==> config.mk <==
export PLATFORM = sky130hd
export DESIGN_NAME = operand_fetch
export DESIGN_NICKNAME = d
export VERILOG_FILES = /design/src/rtl/operand_fetch.sv
export SDC_FILE = /design/constraint.sdc
export NUM_CORES = 1
export LEC_CHECK = 0
export BUFFER_PORTS_ARGS = -buffer_cell sky130_fd_sc_hd__buf_4
export CAP_MARGIN = 20
export CORE_ASPECT_RATIO = 0.6
export CORE_MARGIN = 2
export CORE_UTILIZATION = 47
export CTS_CLUSTER_DIAMETER = 100
export DETAILED_ROUTE_END_ITERATION = 12
export PLACE_DENSITY = 0.83
export SYNTH_ARGS = -nofsm -noshare
export SYNTH_HDL_FRONTEND = slang
export SYNTH_SLANG_ARGS = --single-unit
==> constraint.sdc <==
create_clock -name clk -period 6.7 [get_ports clk]
set_input_delay 0.67 -clock clk [delete_from_list [all_inputs] [get_ports clk]]
set_output_delay 0.67 -clock clk [all_outputs]
set_load 0.05 [all_outputs]
==> src/rtl/operand_fetch.sv <==
// operand_fetch: register-read stage between decode and execute.
// Drives the register set read ports and bypasses same-cycle writeback data.
// Tracks pending writes in a scoreboard and stalls issue on RAW/WAW hazards.
// Operands are captured into a single output register for execute.
module operand_fetch #(
  parameter int unsigned RegisterCount = 32,
  parameter int unsigned RegBits       = $clog2(RegisterCount),
  parameter int unsigned Width         = 32
) (
  input  logic                     clk,
  input  logic                     res,
  input  logic                     in_valid,
  output logic                     in_ready,
  input  logic [RegBits-1:0]       in_rs1,
  input  logic [RegBits-1:0]       in_rs2,
  input  logic [RegBits-1:0]       in_rd,
  input  logic                     in_rd_write,
  output logic [RegBits-1:0]       rf_q0_reg,
  output logic [RegBits-1:0]       rf_q1_reg,
  input  logic [Width-1:0]         rf_q0,
  input  logic [Width-1:0]         rf_q1,
  input  logic                     wb_valid,
  input  logic [RegBits-1:0]       wb_reg,
  input  logic [Width-1:0]         wb_data,
  output logic                     out_valid,
  input  logic                     out_ready,
  output logic [Width-1:0]         out_op1,
  output logic [Width-1:0]         out_op2,
  output logic [RegBits-1:0]       out_rd,
  output logic                     out_rd_write,
  output logic [RegisterCount-1:0] busy
);

  logic [RegisterCount-1:0] clr;
  logic [RegisterCount-1:0] eb;
  logic [RegisterCount-1:0] busy_next;
  logic                     hazard;
  logic                     accept;
  logic [Width-1:0]         op1;
  logic [Width-1:0]         op2;

  // Register 0 reads as zero; a same-cycle writeback wins over the stale register set value.
  function automatic logic [Width-1:0] select_operand(
    input logic [RegBits-1:0] rs,
    input logic [Width-1:0]   q,
    input logic               wv,
    input logic [RegBits-1:0] wr,
    input logic [Width-1:0]   wd
  );
    if (rs == '0)
      return '0;
    else if (wv && (wr == rs))
      return wd;
    else
      return q;
  endfunction

  assign rf_q0_reg = in_rs1;
  assign rf_q1_reg = in_rs2;

  // Writeback clears its pending bit in the same cycle so a waiting instruction can issue with the bypass.
  always_comb begin
    clr = '0;
    for (int unsigned r = 1; r < RegisterCount; r++) begin
      clr[r] = wb_valid && (wb_reg == RegBits'(r));
    end
  end

  assign eb = busy & ~clr;

  // Hazard detection and handshake; register 0 is never busy so it never stalls.
  always_comb begin
    hazard   = eb[in_rs1] || eb[in_rs2] || (in_rd_write && eb[in_rd]);
    in_ready = !res && !hazard && (!out_valid || out_ready);
    accept   = in_valid && in_ready;
    op1      = select_operand(in_rs1, rf_q0, wb_valid, wb_reg, wb_data);
    op2      = select_operand(in_rs2, rf_q1, wb_valid, wb_reg, wb_data);
  end

  // Next scoreboard: apply clears first so a same-cycle set of the same register wins.
  always_comb begin
    busy_next = eb;
    if (accept && in_rd_write && (in_rd != '0))
      busy_next[in_rd] = 1'b1;
  end

  // Output register and scoreboard state.
  always_ff @(posedge clk) begin
    if (res) begin
      busy         <= '0;
      out_valid    <= 1'b0;
      out_op1      <= '0;
      out_op2      <= '0;
      out_rd       <= '0;
      out_rd_write <= 1'b0;
    end else begin
      busy <= busy_next;
      if (accept) begin
        out_valid    <= 1'b1;
        out_op1      <= op1;
        out_op2      <= op2;
        out_rd       <= in_rd;
        out_rd_write <= in_rd_write;
      end else if (out_ready) begin
        out_valid <= 1'b0;
      end
    end
  end

endmodule

==> impl_metrics.toml <==
[clock_network]
clock_latency_ps = 340
hold_buffers = 0
clkSlewWorstSetupHoldPaths_ps = 70
cts_buffers = 9
root_buffer = "clkbuf_16"
cts_post_setup_buffers_inserted = 0
cts_tree = "done"
cts_resized = 0
htree_levels = 3
cts.sinks = 103
clockBufferDepth = 2

[power_and_ir_drop]
power_density_nw_per_um2 = 186
ir_drop_uv = 124
p_leak_nw = 3.13
finalPower_mw = 1.52

[layout]
layout_commonest_cell = "buf_4"
fill_cells = 1145
drive_gt1_share_pct = 34.2
area_growth_pct = 30.6
layout.cells.non_filler = 1073
nets = 1020
final_util_pct = 63.4
layout_common_cells = "240 x buf_4, 103 x dfxtp_1, 78 x mux2i_1"
finalInstanceArea_um2 = 8200
diodes = 0

[synth]
synth_area_um2 = 6280
avgSynthCellArea_um2 = 8.58
ys.flop_type = "dfxtp_1"
synth_warnings = 0
async_flop_share_pct = 0
synth_cell_types = 65
synth_seq_cells = 103
syn_inst = 732
synth_edf_count = 0
ys_seq_area_share_pct = 32.8
synth_nets = 854

[critical_path]
critPathCaptureType = "register"
slowest_delay_ps = 720
crit_family = "compound AO/OA/AOI/OAI gates"
worst-path-buf-inv = 1
crit_slowest_cell = "nand2_2"
crit_fanout = 47
critPathArrivalTime_ps = 4570
critical_path_class = "in2reg"
worstPathCellList = "buf_4 -> nand2b_1 -> o21ai_0 -> mux4_2 -> mux2i_1 -> o311ai_2 -> o21a_1 -> nand2_2 -> o41ai_1"
required_ps = 6930
start_kind = "primary input"

[placement]
io_buffers = 235
dp.cells = 1056
gp_congestion = 1.07
pre_cts_ws_ps = 2190
hpwlAfterDp_mm = 17.0
place_area_um2 = 7900

[global_route]
antenna_found_initial = 0
grt_start_max_net_pins = 77
grt.total_usage_pct = 30.8
grt_pass1_vias = 6285
grt_pass1_wl_mm = 35.0
grt-ovfl-total = 0

[status]
status = "finished clean"

[detailed_routing]
viasPerCell = 6.40
finalWirelength_mm = 23.3
drc_errors = 0
wl_per_cell_um = 21.7
drt-initial-drc-count = 747
postRouteAntennaNets = 0
vias = 6868
first_pass_iters = 8

[sta]
period_minus_slack_ps = 4340
rsz0062_at_grt = "false"
finalHoldViolations = 0
whs_ps = 458
layout_setup_ws_ps = 2360
relSlewSlack_pct = 28.6
skew_ps = 7.29
tightest_slew_ps = 1070
setup_violations = 0
final-max-slew-violation-count = 0
max_freq_mhz = 230
fin_tns_setup_ps = 0
min_period_over_period_pct = 64.8

[die]
initial_core_util_pct = 48.6
dieArea_um2 = 14300
ios = 236
die_h_um = 93.5
die_x_um = 153
rows = 32
core-area_um2 = 12900

[min_path]
worstHoldPathType = "reg2reg"

[flow_run]
drv_cap = 0
[report_power, final]
group          switching [mW]  internal [mW]  total (mW)
Clock                   0.239          0.266       0.504
Sequential             0.0114          0.631       0.643
Combinational           0.247          0.130       0.377
Total                   0.497           1.03        1.52
[tightest hold or removal path, cell delays in order, from the launching register on]
cell     delay (ps)
dfxtp_1         320
nand2_1          50
o21ai_1          50
[registers in the layout, indices dropped and copies added, names as in the netlist]
name          count
out_rd_write      1
out_valid         1
out_rd            5
out_op1          32
busy             32
out_op2          32
[Yosys cell counts (all sizes together), types with 3 or more instances]
cell type	count	area, µm²
a31o	31	272
nand2b	9	56.3
o21ai	74	378
nand4b	3	32.5
buf	40	258
o211ai	6	45.0
a21oi	26	130
nor2b	4	25.0
mux4	6	135
nor4	35	225
a221oi	3	26.3
nand3	11	55.1
and2	4	25.0
o21a	3	22.5
a32oi	3	26.3
xor2	7	61.3
o311ai	7	68.8
or3	15	93.8
nor3	7	40.0
nand4	20	125
nor3b	3	22.5
inv	10	37.5
clkbuf	46	173
mux2	5	56.3
xnor2	6	52.6
a22oi	4	30.0
a31oi	5	31.3
o22ai	14	87.6
and3	6	37.5
or4	40	304
mux2i	78	781
nand4bb	3	33.8
nor2	20	75.1
dfxtp	103	2060
nand2	52	195
[final cells by class]
type | instances | area (µm²) | share of cell area [%]
multi-input cells | 533 | 3790 | 46.2
well taps | 170 | 213 | 2.59
clock buffers | 11 | 243 | 2.96
clock inverters | 5 | 42.5 | 0.519
repair buffers | 241 | 1820 | 22.1
inverters | 10 | 37.5 | 0.458
flip-flops and latches | 103 | 2060 | 25.1
[metal layers]
metal	share of wire (%)	wire, µm	up-vias	GRT usage (%)
li1	-	-	3136	-
met1	44	10200	3205	44.4
met2	41	9540	490	42.7
met3	14	3290	37	13.3
met4	1.1	259	0	5.40
met5	0	0	-	0
[logic make-up (layout without fill, tap and decap cells)]
family	Yosys count	after routing	synth area share, %
buffers and inverters	96	267	7.45
AO/OA/AOI/OAI	192	192	20.0
AND/OR/NAND/NOR	239	239	22.4
flip-flops	103	103	32.8
multiplexers	89	89	15.5
XOR/XNOR	13	13	1.81
[final timing paths]
check | startpoint | to | slack [ps] | depth (start not counted)
worst max register to register | busy[17] | out_op1[3] | 3180 | 8
worst min-delay path | out_op2[26] | out_op2[26] | 460 | 2
worst max-delay path | wb_reg[1] | busy[27] | 2360 | 9
worst min register to register | out_op2[26] | out_op2[26] | 460 | 2
Note: power is estimated with default switching activity, not from simulation.
